===== src/rtl/div_share_sched_pkg.sv =====
// Shared widths, FSM encoding and operand payload for the divider scheduler.
package div_sched_pkg;

  localparam int unsigned DV_W  = 22;
  localparam int unsigned DVN_W = 15;
  localparam int unsigned Q_W   = 22;

  localparam logic [Q_W-1:0] QUOT_SAT = '1;

  typedef enum logic [1:0] {
    IDLE = 2'd0,
    LOAD = 2'd1,
    RUN  = 2'd2,
    DONE = 2'd3
  } state_e;

  typedef struct packed {
    logic [DV_W-1:0]  dv;
    logic [DVN_W-1:0] dvn;
  } op_t;

endpackage


===== src/rtl/div_share_sched_if.sv =====
// Request/response bus between the statistics units (master) and the scheduler (slave).
interface div_share_sched_if
  import div_sched_pkg::*;
#(
  parameter int unsigned N_REQ = 4,
  parameter int unsigned IDW   = 2
) ();

  logic [N_REQ-1:0]       req_valid;
  logic [N_REQ*DV_W-1:0]  req_dividend;
  logic [N_REQ*DVN_W-1:0] req_divisor;
  logic [N_REQ-1:0]       req_ready;
  logic                   rsp_valid;
  logic                   rsp_ready;
  logic [IDW-1:0]         rsp_id;
  logic [Q_W-1:0]         rsp_quot;
  logic [DV_W-1:0]        rsp_rem;
  logic                   rsp_div0;

  modport master (
    output req_valid, req_dividend, req_divisor, rsp_ready,
    input  req_ready, rsp_valid, rsp_id, rsp_quot, rsp_rem, rsp_div0
  );

  modport slave (
    input  req_valid, req_dividend, req_divisor, rsp_ready,
    output req_ready, rsp_valid, rsp_id, rsp_quot, rsp_rem, rsp_div0
  );

endinterface


===== src/rtl/div_share_sched_rr_arb.sv =====
// Round-robin arbiter: first asserted request at or after ptr, wrapping at N_REQ.
module rr_arb #(
  parameter int unsigned N_REQ = 4,
  parameter int unsigned IDW   = 2
) (
  input  logic [N_REQ-1:0] req,
  input  logic [IDW-1:0]   ptr,
  output logic [N_REQ-1:0] gnt_c,
  output logic [IDW-1:0]   idx_c,
  output logic             any_c
);

  localparam logic [IDW:0] N_W = (IDW+1)'(N_REQ);

  logic [IDW:0]   pos;
  logic [IDW-1:0] cand;

  always_comb begin
    idx_c = '0;
    any_c = 1'b0;
    pos   = '0;
    cand  = '0;
    for (int i = 0; i < N_REQ; i++) begin
      pos = {1'b0, ptr} + (IDW+1)'(i);
      if (pos >= N_W) pos = pos - N_W;
      cand = pos[IDW-1:0];
      if (!any_c && req[cand]) begin
        any_c = 1'b1;
        idx_c = cand;
      end
    end
    gnt_c        = '0;
    gnt_c[idx_c] = any_c;
  end

endmodule


===== src/rtl/div_share_sched.sv =====
// Shares one iterative fixed-point divider among N_REQ requesters with round-robin arbitration.
// Optional feature: DIVSCHED_DIV0_BYPASS_EN answers zero-divisor requests without using the divider.
module div_share_sched
  import div_sched_pkg::*;
#(
  parameter int unsigned N_REQ      = 4,
  parameter int unsigned DIV_CYCLES = 40,
  parameter int unsigned IDW        = 2
) (
  input  logic               clk,
  input  logic               rst,
  div_share_sched_if.slave   bus,
  output logic               div_load_n,
  output logic [DV_W-1:0]    div_dv,
  output logic [DVN_W-1:0]   div_dvn,
  input  logic [Q_W-1:0]     div_q,
  input  logic [DV_W-1:0]    div_r,
  output logic               busy
);

  localparam int unsigned      CNT_W    = $clog2(DIV_CYCLES);
  localparam logic [CNT_W-1:0] CNT_INIT = CNT_W'(DIV_CYCLES - 1);

  state_e           state_q, state_d;
  logic [IDW-1:0]   rr_ptr_q, rr_ptr_d;
  logic [IDW-1:0]   id_q, id_d;
  logic [CNT_W-1:0] cnt_q, cnt_d;
  op_t              op_q, op_d, op_sel_c;
  logic [Q_W-1:0]   quot_q, quot_d;
  logic [DV_W-1:0]  rem_q, rem_d;
  logic             div0_q, div0_d;
  logic             rsp_valid_q, rsp_valid_d;
  logic             load_n_q, load_n_d;
  logic             busy_q, busy_d;
  logic [N_REQ-1:0] gnt_c, req_ready_c;
  logic [IDW-1:0]   gnt_idx_c;
  logic             gnt_any_c;

  rr_arb #(.N_REQ(N_REQ), .IDW(IDW)) u_arb (
    .req   (bus.req_valid),
    .ptr   (rr_ptr_q),
    .gnt_c (gnt_c),
    .idx_c (gnt_idx_c),
    .any_c (gnt_any_c)
  );

  // Operand mux for the granted requester
  always_comb begin
    op_sel_c = '0;
    for (int i = 0; i < N_REQ; i++) begin
      if (gnt_c[i]) begin
        op_sel_c.dv  = bus.req_dividend[DV_W*i +: DV_W];
        op_sel_c.dvn = bus.req_divisor[DVN_W*i +: DVN_W];
      end
    end
  end

  always_comb begin
    state_d     = state_q;
    rr_ptr_d    = rr_ptr_q;
    id_d        = id_q;
    cnt_d       = cnt_q;
    op_d        = op_q;
    quot_d      = quot_q;
    rem_d       = rem_q;
    div0_d      = div0_q;
    req_ready_c = '0;
    unique case (state_q)
      IDLE: begin
        // rst gate keeps the combinational accept silent while reset is held
        if (gnt_any_c && rst) begin
          req_ready_c = gnt_c;
          id_d        = gnt_idx_c;
          op_d        = op_sel_c;
          rr_ptr_d    = (gnt_idx_c == IDW'(N_REQ - 1)) ? '0 : gnt_idx_c + IDW'(1);
          state_d     = LOAD;
`ifdef DIVSCHED_DIV0_BYPASS_EN
          if (op_sel_c.dvn == '0) begin
            state_d = DONE;
            quot_d  = QUOT_SAT;
            rem_d   = op_sel_c.dv;
            div0_d  = 1'b1;
          end
`endif
        end
      end
      LOAD: begin
        cnt_d   = CNT_INIT;
        state_d = RUN;
      end
      RUN: begin
        if (cnt_q == '0) begin
          quot_d  = div_q;
          rem_d   = div_r;
          div0_d  = 1'b0;
          state_d = DONE;
        end else begin
          cnt_d = cnt_q - CNT_W'(1);
        end
      end
      DONE: begin
        if (bus.rsp_ready) state_d = IDLE;
      end
      default: state_d = IDLE;
    endcase
    rsp_valid_d = (state_d == DONE);
    busy_d      = (state_d != IDLE);
    load_n_d    = (state_d != LOAD);
  end

  always_ff @(posedge clk or negedge rst) begin
    if (!rst) begin
      state_q     <= IDLE;
      rr_ptr_q    <= '0;
      id_q        <= '0;
      cnt_q       <= '0;
      op_q        <= '0;
      quot_q      <= '0;
      rem_q       <= '0;
      div0_q      <= 1'b0;
      rsp_valid_q <= 1'b0;
      load_n_q    <= 1'b1;
      busy_q      <= 1'b0;
    end else begin
      state_q     <= state_d;
      rr_ptr_q    <= rr_ptr_d;
      id_q        <= id_d;
      cnt_q       <= cnt_d;
      op_q        <= op_d;
      quot_q      <= quot_d;
      rem_q       <= rem_d;
      div0_q      <= div0_d;
      rsp_valid_q <= rsp_valid_d;
      load_n_q    <= load_n_d;
      busy_q      <= busy_d;
    end
  end

  assign bus.req_ready = req_ready_c;
  assign bus.rsp_valid = rsp_valid_q;
  assign bus.rsp_id    = id_q;
  assign bus.rsp_quot  = quot_q;
  assign bus.rsp_rem   = rem_q;
  assign bus.rsp_div0  = div0_q;
  assign div_load_n    = load_n_q;
  assign div_dv        = op_q.dv;
  assign div_dvn       = op_q.dvn;
  assign busy          = busy_q;

endmodule

===== src/flat_wrapper.sv =====
// flat-port wrapper written by rule: the top's interface ports become plain ports
module div_share_sched_flat import div_sched_pkg::*;
#(
  parameter int unsigned N_REQ      = 4,
  parameter int unsigned DIV_CYCLES = 40,
  parameter int unsigned IDW        = 2
)
  (clk, rst, div_load_n, div_dv, div_dvn, div_q, div_r, busy, bus_req_valid, bus_req_dividend, bus_req_divisor, bus_rsp_ready, bus_req_ready, bus_rsp_valid, bus_rsp_id, bus_rsp_quot, bus_rsp_rem, bus_rsp_div0);
  div_share_sched_if #(.N_REQ(N_REQ), .IDW(IDW)) bus_i ();
  input  logic clk;
  input  logic rst;
  output logic div_load_n;
  output logic [DV_W-1:0] div_dv;
  output logic [DVN_W-1:0] div_dvn;
  input  logic [Q_W-1:0] div_q;
  input  logic [DV_W-1:0] div_r;
  output logic busy;
  input wire logic [$bits(bus_i.req_valid)-1:0] bus_req_valid;
  input wire logic [$bits(bus_i.req_dividend)-1:0] bus_req_dividend;
  input wire logic [$bits(bus_i.req_divisor)-1:0] bus_req_divisor;
  input wire logic [$bits(bus_i.rsp_ready)-1:0] bus_rsp_ready;
  output wire logic [$bits(bus_i.req_ready)-1:0] bus_req_ready;
  output wire logic [$bits(bus_i.rsp_valid)-1:0] bus_rsp_valid;
  output wire logic [$bits(bus_i.rsp_id)-1:0] bus_rsp_id;
  output wire logic [$bits(bus_i.rsp_quot)-1:0] bus_rsp_quot;
  output wire logic [$bits(bus_i.rsp_rem)-1:0] bus_rsp_rem;
  output wire logic [$bits(bus_i.rsp_div0)-1:0] bus_rsp_div0;
  assign bus_i.req_valid = bus_req_valid;
  assign bus_i.req_dividend = bus_req_dividend;
  assign bus_i.req_divisor = bus_req_divisor;
  assign bus_i.rsp_ready = bus_rsp_ready;
  assign bus_req_ready = bus_i.req_ready;
  assign bus_rsp_valid = bus_i.rsp_valid;
  assign bus_rsp_id = bus_i.rsp_id;
  assign bus_rsp_quot = bus_i.rsp_quot;
  assign bus_rsp_rem = bus_i.rsp_rem;
  assign bus_rsp_div0 = bus_i.rsp_div0;
  div_share_sched #(.N_REQ(N_REQ), .DIV_CYCLES(DIV_CYCLES), .IDW(IDW)) u_core (.clk(clk), .rst(rst), .bus(bus_i), .div_load_n(div_load_n), .div_dv(div_dv), .div_dvn(div_dvn), .div_q(div_q), .div_r(div_r), .busy(busy));
endmodule

===== config.mk =====
export PLATFORM = sky130hd
export DESIGN_NAME = div_share_sched_flat
export DESIGN_NICKNAME = d
export VERILOG_FILES = /design/src/rtl/div_share_sched_pkg.sv /design/src/rtl/div_share_sched_if.sv /design/src/rtl/div_share_sched_rr_arb.sv /design/src/rtl/div_share_sched.sv /design/src/flat_wrapper.sv
export SDC_FILE = /design/constraint.sdc
export NUM_CORES = 1
export LEC_CHECK = 0
export CELL_PAD_IN_SITES_DETAIL_PLACEMENT = 1
export CELL_PAD_IN_SITES_GLOBAL_PLACEMENT = 2
export CORE_AREA = 2 2 157 159
export DETAILED_ROUTE_END_ITERATION = 8
export DIE_AREA = 0 0 159 161
export PLACE_DENSITY_LB_ADDON = 0.1
export SLEW_MARGIN = 10
export SYNTH_ARGS = -nofsm -noshare
export SYNTH_HDL_FRONTEND = slang
export SYNTH_SLANG_ARGS = --single-unit

===== constraint.sdc =====
create_clock -name clk -period 2.9 [get_ports clk]
set_clock_uncertainty 0.2 [all_clocks]
set_input_delay 0.435 -clock clk [delete_from_list [all_inputs] [get_ports clk]]
set_output_delay 0.435 -clock clk [all_outputs]
set_load 0.02 [all_outputs]

# Word-level counts from Yosys, hierarchy flattened
# Index checks and enable logic that the tools add are counted.
op_classes:
  n_eq_ne: 7
  n_bitwise: 1
  muxes: 35
  magnitude_cmp: 10
  reduce_logical: 15
  addsub: 9
ops:
  columns: ["operator", "count"]
  rows:
  - ["37-bit 2-to-1 mux", 4]
  - ["2-bit 2-to-1 mux", 12]
  - ["2-bit by 3-bit < comparator with 1-bit output, second input constant", 5]
  - ["6-bit one-hot mux with 2 select lines", 1]
  - ["3-bit >= comparator, second input constant", 3]
  - ["1-bit 2-to-1 mux", 9]
  - ["1-bit binary-select mux with 2-bit select", 4]
  - ["2-bit == test, second input constant", 4]
  - ["4-bit 2-to-1 mux", 2]
  - ["2-bit one-hot mux with 4 select lines", 1]
  - ["2-bit by 1-bit subtractor with 2-bit output, second input constant", 4]
  - ["2-bit by 2-bit adder with 3-bit output, second input constant", 2]
  - ["6-bit zero test", 1]
  - ["6-bit 2-to-1 mux", 1]
  - ["2-bit AND reduction", 3]
  - ["6-bit by 1-bit subtractor with 6-bit output, second input constant", 1]
  - ["1-bit logical AND", 5]
  - ["4-bit bitwise AND", 1]
  - ["2-bit nonzero test", 2]
  - ["2-bit by 1-bit adder with 3-bit output, second input constant", 1]
  - ["2-bit by 3-bit >= comparator with 1-bit output, second input constant", 1]
  - ["1-bit zero test", 3]
  - ["2-bit by 1-bit adder with 2-bit output, second input constant", 1]
  - ["1-bit demux with 2-bit select", 1]
  - ["5 further kinds", 5]
word_totals:
  output_inout_bits: 91
  wordCells: 88
  reg_bits: 96
  inputBits: 199

# Longest topological paths before layout
# Gate-level depths: netlist of run 1.
depth:
  depth_word: 23
  ltp_mapped: 11
  ltp_nobuf: 9

# By module
# A second synthesis of run 1 with hierarchy kept.
unflattened:
  cells_unflattened: 537
  hier_area_um2: 5196.2
by_module_without_submodules:
  columns: ["module", "cells_per_inst", "seq_area_each_um2", "area_each_um2", "instances"]
  rows:
  - ["div_share_sched", 505, 2403.6, 5013.6, 1]
  - ["rr_arb", 32, 0.0, 182.7, 1]

# Worst setup path after synthesis of run 1
# OpenSTA, ideal clock, no wires.
synth_path:
  path_type: "input to output"
  from: "input bus_req_valid[2]"
  to: "output bus_req_ready[0]"
  path_buffers: 2
  slack_ns: 0.064
  arrival_ns: 2.201
  stages: 8
  t_required_ns: 2.265
  cell_sequence: "nor2b_1 a21boi_0 o32ai_1 ha_1 clkbuf_1 clkbuf_1 inv_1 nor2_1"
synth_via:
  elab_chain_len: 19
  elab_cells_between_ends: 31
  classes_between: "2 x order compare; 20 x mux; 1 x bitwise; 8 x reduce/logical"
synth_lines:
  columns: ["item", "line_no", "text"]
  rows:
  - ["start, declared", "flat_wrapper.sv:18", "input wire logic [$bits(bus_i.req_valid)-1:0] bus_req_valid;"]
  - ["1-bit binary-select mux with 2-bit select", "div_share_sched_rr_arb.sv:27", "if (!any_c && req[cand]) begin"]
  - ["1-bit 2-to-1 mux (not written as such)", "div_share_sched_rr_arb.sv:27", null]
  - ["1-bit 2-to-1 mux", "div_share_sched_rr_arb.sv:27", null]
  - ["1-bit zero test", "div_share_sched_rr_arb.sv:27", null]
  - ["1-bit logical AND", "div_share_sched_rr_arb.sv:27", null]
  - ["1-bit 2-to-1 mux", "div_share_sched_rr_arb.sv:27", null]
  - ["1-bit zero test", "div_share_sched_rr_arb.sv:27", null]
  - ["1-bit logical AND", "div_share_sched_rr_arb.sv:27", null]
  - ["[3 not listed]", null, null]
  - ["2-bit 2-to-1 mux", "div_share_sched_rr_arb.sv:27", null]
  - ["2-bit by 3-bit < comparator with 1-bit output (not written as such) / 2-bit by 1-bit >= comparator with 1-bit output (equally long branches)", "div_share_sched_rr_arb.sv:33", "gnt_c[idx_c] = any_c;"]
  - ["1-bit logical AND (not written as such)", "div_share_sched_rr_arb.sv:33", null]
  - ["1-bit 2-to-1 mux (not written as such)", "div_share_sched_rr_arb.sv:33", null]
  - ["1-bit demux with 2-bit select", "div_share_sched_rr_arb.sv:33", null]
  - ["4-bit bitwise AND (no line)", null, null]
  - ["4-bit 2-to-1 mux (*)", "div_share_sched.sv:71", "if (gnt_any_c && rst) begin"]
  - ["4-bit 2-to-1 mux (*)", "div_share_sched.sv:68", "unique case (state_q)"]
  - ["end, declared", "flat_wrapper.sv:22", "output wire logic [$bits(bus_i.req_ready)-1:0] bus_req_ready;"]
# Every way passes the cells marked *; elsewhere a longest branch is shown, timed or not. The select of a mux whose other input is x is not followed.

# Worst setup path in the final report of run 1
layout_path:
  from: "input bus_req_valid[3]"
  to: "output bus_req_ready[0]"
# Same word-level chain as after synthesis.

==> results of run 1 <==
## timing repair
item | 4_1_cts | 5_1_grt
hold buffers | 1 | 0
endpoints found under the hold margin | 12 | 0
setup endpoints to repair | 4 | 40
resized for setup | 14 | 10
pin swaps | 0 | 1
setup buffers | 2 | 0
## critical path, cell delays in order
cell,delay [ps]
clkdlybuf4s50_1,460
or2_2,320
o211ai_1,130
buf_4,170
buf_4,120
ha_4,140
buf_12,90
inv_1,30
nor2_1,90
buf_4,160
## cells in the mapped netlist (4+ instances only)
| master | n |
|---|---|
| dfrtp_1 | 95 |
| ha_1 | 5 |
| o21ai_0 | 79 |
| nand2_1 | 114 |
| o221ai_1 | 36 |
| or3_1 | 36 |
| a21oi_1 | 4 |
| buf_2 | 4 |
| nor2b_1 | 5 |
| nor2_1 | 16 |
| clkbuf_1 | 35 |
| mux2_2 | 44 |
| inv_1 | 11 |
| buf_6 | 4 |
## metal layers
layer	GRT usage (%)	up-vias	wire (um)
li1	-	2426	-
met1	20.24	2416	9062
met2	26.96	213	9579
met3	5.265	13	1549
met4	4.174	0	236
met5	0	-	0
## per-stage QoR
stage	TNS (ps)	instances	power, mW	setup WS, ps
5_1_grt	0	1139	9.162	14.32
4_1_cts	0	1139	8.663	24.85
6_report	0	1139	8.521	116.0
3_5_place_dp	-10890	1121	7.108	-405.1
2_1_floorplan	0	522	4.666	63.64
3_3_place_gp	-10410	1121	7.020	-339.2
## kinds of logic after synthesis
group           Yosys count  share of synthesized area, %
compound gates          134                         17.43
simple gates            184                         17.05
buf+inv                  56                         5.028
flops                    96                         48.53
mux                      46                         10.61
other cells               1                       0.07572
fa+ha+maj                 5                         1.263
## path summary, 6_finish.rpt
kind,to,slack [ps],depth (start not counted)
max,bus_req_ready[0],120,10
min,u_core.div_dv[15],280,2
max reg2reg,u_core.bus.rsp_quot[18],230,6
min reg2reg,u_core.div_dv[15],280,2
max in group asynchronous,u_core.div_dvn[6],760,4
min in group asynchronous,u_core.bus.rsp_quot[4],550,3
## sequential cells by signal, summed over array words and instances (netlist names)
register / count
u_core.bus.rsp_quot: 22
u_core.bus.rsp_rem: 22
u_core.div_dv: 22
u_core.div_dvn: 15
u_core.cnt_q: 6
u_core.bus.rsp_id: 2
u_core.rr_ptr_q: 2
u_core.state_q: 2
u_core.bus.rsp_valid: 1
u_core.busy: 1
u_core.div_load_n: 1
## area by class of cell
cell class / count / area (um2)
Fill cell: 2727 / 15180
Timing Repair Buffer: 323 / 3236
Sequential cell: 96 / 2404
Multi-Input combinational cell: 370 / 2332
Tap cell: 324 / 405.4
Clock buffer: 9 / 225.2
Clock inverter: 6 / 137.6
Inverter: 11 / 41.29
## power groups by stage
stage,logic (mW),clock network (mW),registers (mW)
after floorplan,1.67,0,3.00
after global placement,4.72,0,2.30
after detailed placement,4.76,0,2.34
after CTS,4.80,1.55,2.32
after global routing,5.16,1.61,2.40
final,4.72,1.49,2.32
==> results.toml, run 1 <==
[clocking]
root_buffer = "clkbuf_16"
insertion_delay_ps = 350
cts_buffers = 9
cts_tree = "yes"
clock-sinks = 96
clockBufferDepth = 2
path_clk_slew_ps = 60
cts_max_level = 3

[synthesis]
syn-mean-instance-area_um2 = 9.487
synthCells = 522
ys_seq_elements = 96
async_flop_share_pct = 100.0
synth-edff-count = 0
synth_top_cell_by_area = "dfrtp_1"
syn_nets = 726
synth_flop_cell = "dfrtp_1"
synth_area_leaders = "dfrtp_1, mux2_2, nand2_1"
synth-seq-area-share_pct = 48.53
syn_area_um2 = 4952
synth_cell_type_count = 41
synth_top_area_share_pct = 48.00
yosysWarnings = 0

[run]
maxCapViolations = 0

[power]
pwr-share-comb_pct = 55.4
power_density_nw_per_um2 = 970.4
p_int_mw = 5.193
p_switching_mw = 3.327
seqPwrFrac_pct = 27.2
swShare_pct = 39.05
p_leak_nw = 3.533
clkPwrFrac_pct = 17.5
max-vdd-ir-drop_mv = 0.4042

[critical_path]
crit_type = "in -> out"
critPathLaunch = "bus_req_valid[3]"
cp.required_ps = 2270
crit_fanout = 3
end_kind = "primary output"
r2r_start = "u_core.cnt_q[0]"
crit_arrival_ps = 2150
critPathLaunchType = "primary input"

[floorplan]
die_h_um = 161
initial_utilization_pct = 20.67
die_area_um2 = 25600
fp-row-count = 57
core_um2 = 23960
pin_count = 290
die_w_um = 159

[drt]
first_iter_violations = 152
first_pass_iters = 4
num_vias = 5068
routedWlPerCell_um = 17.94
avgViaCountPerCell = 4.450
routed_wl_um = 20430
ant_nets = 0
drc_errors = 0

[sta]
setup_viol_count_final = 0
post-route-period-util_pct = 96.00
grt_setup_unrepaired = "no"
relSlewSlack_pct = 45.94
whs_ps = 280.1
timing.fmax_ghz = 0.3592
hold_viol_final = 0
slew_viol_final = 0
layout_min_cycle_time_ps = 2784
tightest_slew_ps = 810.9

[cells_and_area]
layout_commonest_cell = "clkdlybuf4s50_1"
final_cell_mix = "clkdlybuf4s50_1, nand2_1, dfrtp_1, o21ai_0, mux2_2"
final_net_count = 1015
design_area_um2 = 8781
utilization_pct = 36.64
syn2layout_area_growth_pct = 77.31
num_antenna_cells = 0
final_layout_size_suffix_gt1_share_pct = 13.25

[grt]
grt_usage_pct = 16.16
grt-ovfl-total = 0
first_global_vias = 5624
grt_max_degree = 74
grt_pass1_wl_um = 32420
antenna_found_initial = 0

[place]
dpl-instance-area_um2 = 8371
io_buffers = 288
routabilityCongestion = 0.7779
hpwl_um = 15240

[outcome]
status = "finished, final reports clean"

[hold_path]
hold_start = "u_core.div_dv[15]"
hold_class = "reg -> reg"
Note: power is estimated with default switching activity, not from simulation.
==> inputs of run 2 (changes only) <==
==> constraint.sdc (replaced) <==
create_clock -name clk -period 2.9 [get_ports clk]
set_clock_uncertainty 0.2 [all_clocks]
set_input_delay 0.435 -clock clk [delete_from_list [all_inputs] [get_ports clk]]
set_output_delay 0.435 -clock clk [all_outputs]
set_load 0.01 [all_outputs]
==> run 2 against run 1 <==
  * Highest routed layer unchanged
  * Maximum frequency increased by 1.8%
  * Combinational power decreased by 10%
  * Global-route usage increased by 0.16 points
  * Largest power group unchanged
==> results.toml, run 2 (synthesis gave the netlist of run 1 again) <==
[outcome]
status = "finished, final reports clean"

[floorplan]
initial_utilization_pct = 20.67
die_area_um2 = 25600
fp-row-count = 57
die_h_um = 161
die_w_um = 159
core_um2 = 23960
pin_count = 290

[cells_and_area]
final_net_count = 1009
instances_no_fill = 1135
syn2layout_area_growth_pct = 74.68
final_layout_size_suffix_gt1_share_pct = 12.96
layout_commonest_cell = "clkdlybuf4s50_1"
fill_cells = 2762
design_area_um2 = 8651
final_cell_mix = "clkdlybuf4s50_1, nand2_1, dfrtp_1, o21ai_0, mux2_2"

[grt]
first_global_vias = 5739
grt_usage_pct = 16.32
grt_pass1_wl_um = 32820
grt_max_degree = 58
grt-ovfl-total = 0
antenna_found_initial = 1

[hold_path]
worst_hold_path.endpoint = "u_core.div_dvn[8]"
hold_class = "reg -> reg"
hold_depth = 2
hold_start = "u_core.div_dvn[8]"

[critical_path]
r2r_cells = 6
path_cells = "dlygate4sd2_1, nor2b_2, a21boi_2, o32ai_2, buf_4, ha_2, inv_1, nor2_1, clkdlybuf4s15_2"
r2r_start = "u_core.cnt_q[0]"
rrSetupSlack_ps = 180
critPathTopFamily = "buffers and inverters"
crit_fanout = 4
cp.buffers_inverters = 4
cp.required_ps = 2270
end_kind = "primary output"
crit_type = "in -> out"
critPathLaunchType = "primary input"
slowest_stage = "o32ai_2"
critPathMaxStageDelay_ps = 290
crit_arrival_ps = 2100
rr_endpoint = "u_core.bus.rsp_rem[8]"

[place]
dpl-instance-area_um2 = 8290
io_buffers = 288
hpwl_um = 15310
routabilityCongestion = 0.7829
dpl.cell_count = 1115

[sta]
relSlewSlack_pct = 46.53
hold_viol_final = 0
post-route-period-util_pct = 94.30
grt_setup_unrepaired = "no"
layout_min_cycle_time_ps = 2735
timing.fmax_ghz = 0.3657
setup_viol_count_final = 0
tightest_slew_ps = 802.0
slew_viol_final = 0

[clocking]
clock-sinks = 96
cts_tree = "yes"
cts_buffers = 9
insertion_delay_ps = 350
path_clk_slew_ps = 70
clockBufferDepth = 2
root_buffer = "clkbuf_16"
cts_max_level = 3

[drt]
drc_errors = 0
first_iter_violations = 142
num_vias = 5054
routed_wl_um = 20860
first_pass_iters = 4
avgViaCountPerCell = 4.453
routedWlPerCell_um = 18.38
ant_nets = 0

[run]
maxCapViolations = 0

[power]
p_leak_nw = 3.451
power_density_nw_per_um2 = 892.7
max-vdd-ir-drop_mv = 0.3875
==> run 2: cell count changes in the layout (fill, tap and decap cells not counted), moves of 2 or more <==
| cell | delta |
|---|---|
| buf_12 | -4 |
| buf_4 | -5 |
| bufinv_16 | -4 |
| clkinvlp_4 | +3 |
| inv_6 | -2 |
| inv_8 | +2 |
==> run 2: worst register-to-register path: cells and delay by family, from the launching register on <==
family,cells,cell delay (ps)
and+or+nand+nor,3,1220
muxes,1,440
DFF,1,410
adders and majority gates,1,240
buffers and inverters,1,90
==> run 2: area by class of cell <==
| type | instances | area (um2) | area share, % |
|---|---|---|---|
| flip-flops and latches | 96 | 2404 | 27.78 |
| inverters | 11 | 41.29 | 0.4773 |
| diodes | 1 | 2.502 | 0.02893 |
| repair buffers | 317 | 3179 | 36.75 |
| well taps | 324 | 405.4 | 4.686 |
| clock inverters | 6 | 53.80 | 0.6219 |
| multi-input cells | 370 | 2336 | 27.00 |
| clock buffers | 10 | 229.0 | 2.647 |
==> run 2: per-layer routing <==
metal  wire length, um  GRT usage, %
met1              8984         19.77
met2              9886         27.53
met3              1693         5.624
met4               300         4.793
met5                 0             0
==> run 2: worst max-delay path by stage <==
stage | startpoint | to | slack [ps] | depth (start not counted)
6_report | bus_req_valid[2] | bus_req_ready[1] | 170 | 9
5_1_grt | u_core.cnt_q[0] | u_core.bus.rsp_rem[8] | 50 | 6
4_1_cts | bus_req_valid[1] | bus_req_ready[2] | 10 | 11
3_5_place_dp | bus_req_valid[2] | bus_req_ready[3] | -480 | 10
3_3_place_gp | bus_req_valid[2] | bus_req_ready[3] | -340 | 10
2_1_floorplan | bus_req_valid[2] | u_core.div_dv[10] | 170 | 11
==> run 2: timing repair <==
action	CTS	global route
hold buffers	1	0
endpoints found under the setup margin	5	34
buffers inserted	1	0
hold endpoints to repair	20	0
resized for setup	21	5
cloned	0	1
pin swaps	1	0
==> run 2: report_power, final <==
| part | leakage [nW] | internal (mW) | total [mW] | switching (mW) |
|---|---|---|---|---|
| sequential | 1.16 | 1.96 | 2.32 | 0.351 |
| clock | 0.129 | 0.597 | 1.18 | 0.584 |
| combinational | 2.16 | 2.23 | 4.23 | 1.99 |
| total | 3.45 | 4.79 | 7.72 | 2.93 |
==> run 2: per-stage QoR <==
step	power (mW)	util, %	setup slack (ps)	hold WS (ps)	TNS (ps)
floorplan	4.234	-	168.8	-60.59	0
global placement	6.474	34.60	-338.2	258.0	-6876
detailed placement	6.568	34.60	-482.6	270.0	-12090
CTS	7.806	35.88	11.08	287.3	0
global route	8.361	36.09	49.46	312.4	0
finish	7.723	36.10	165.3	282.3	0
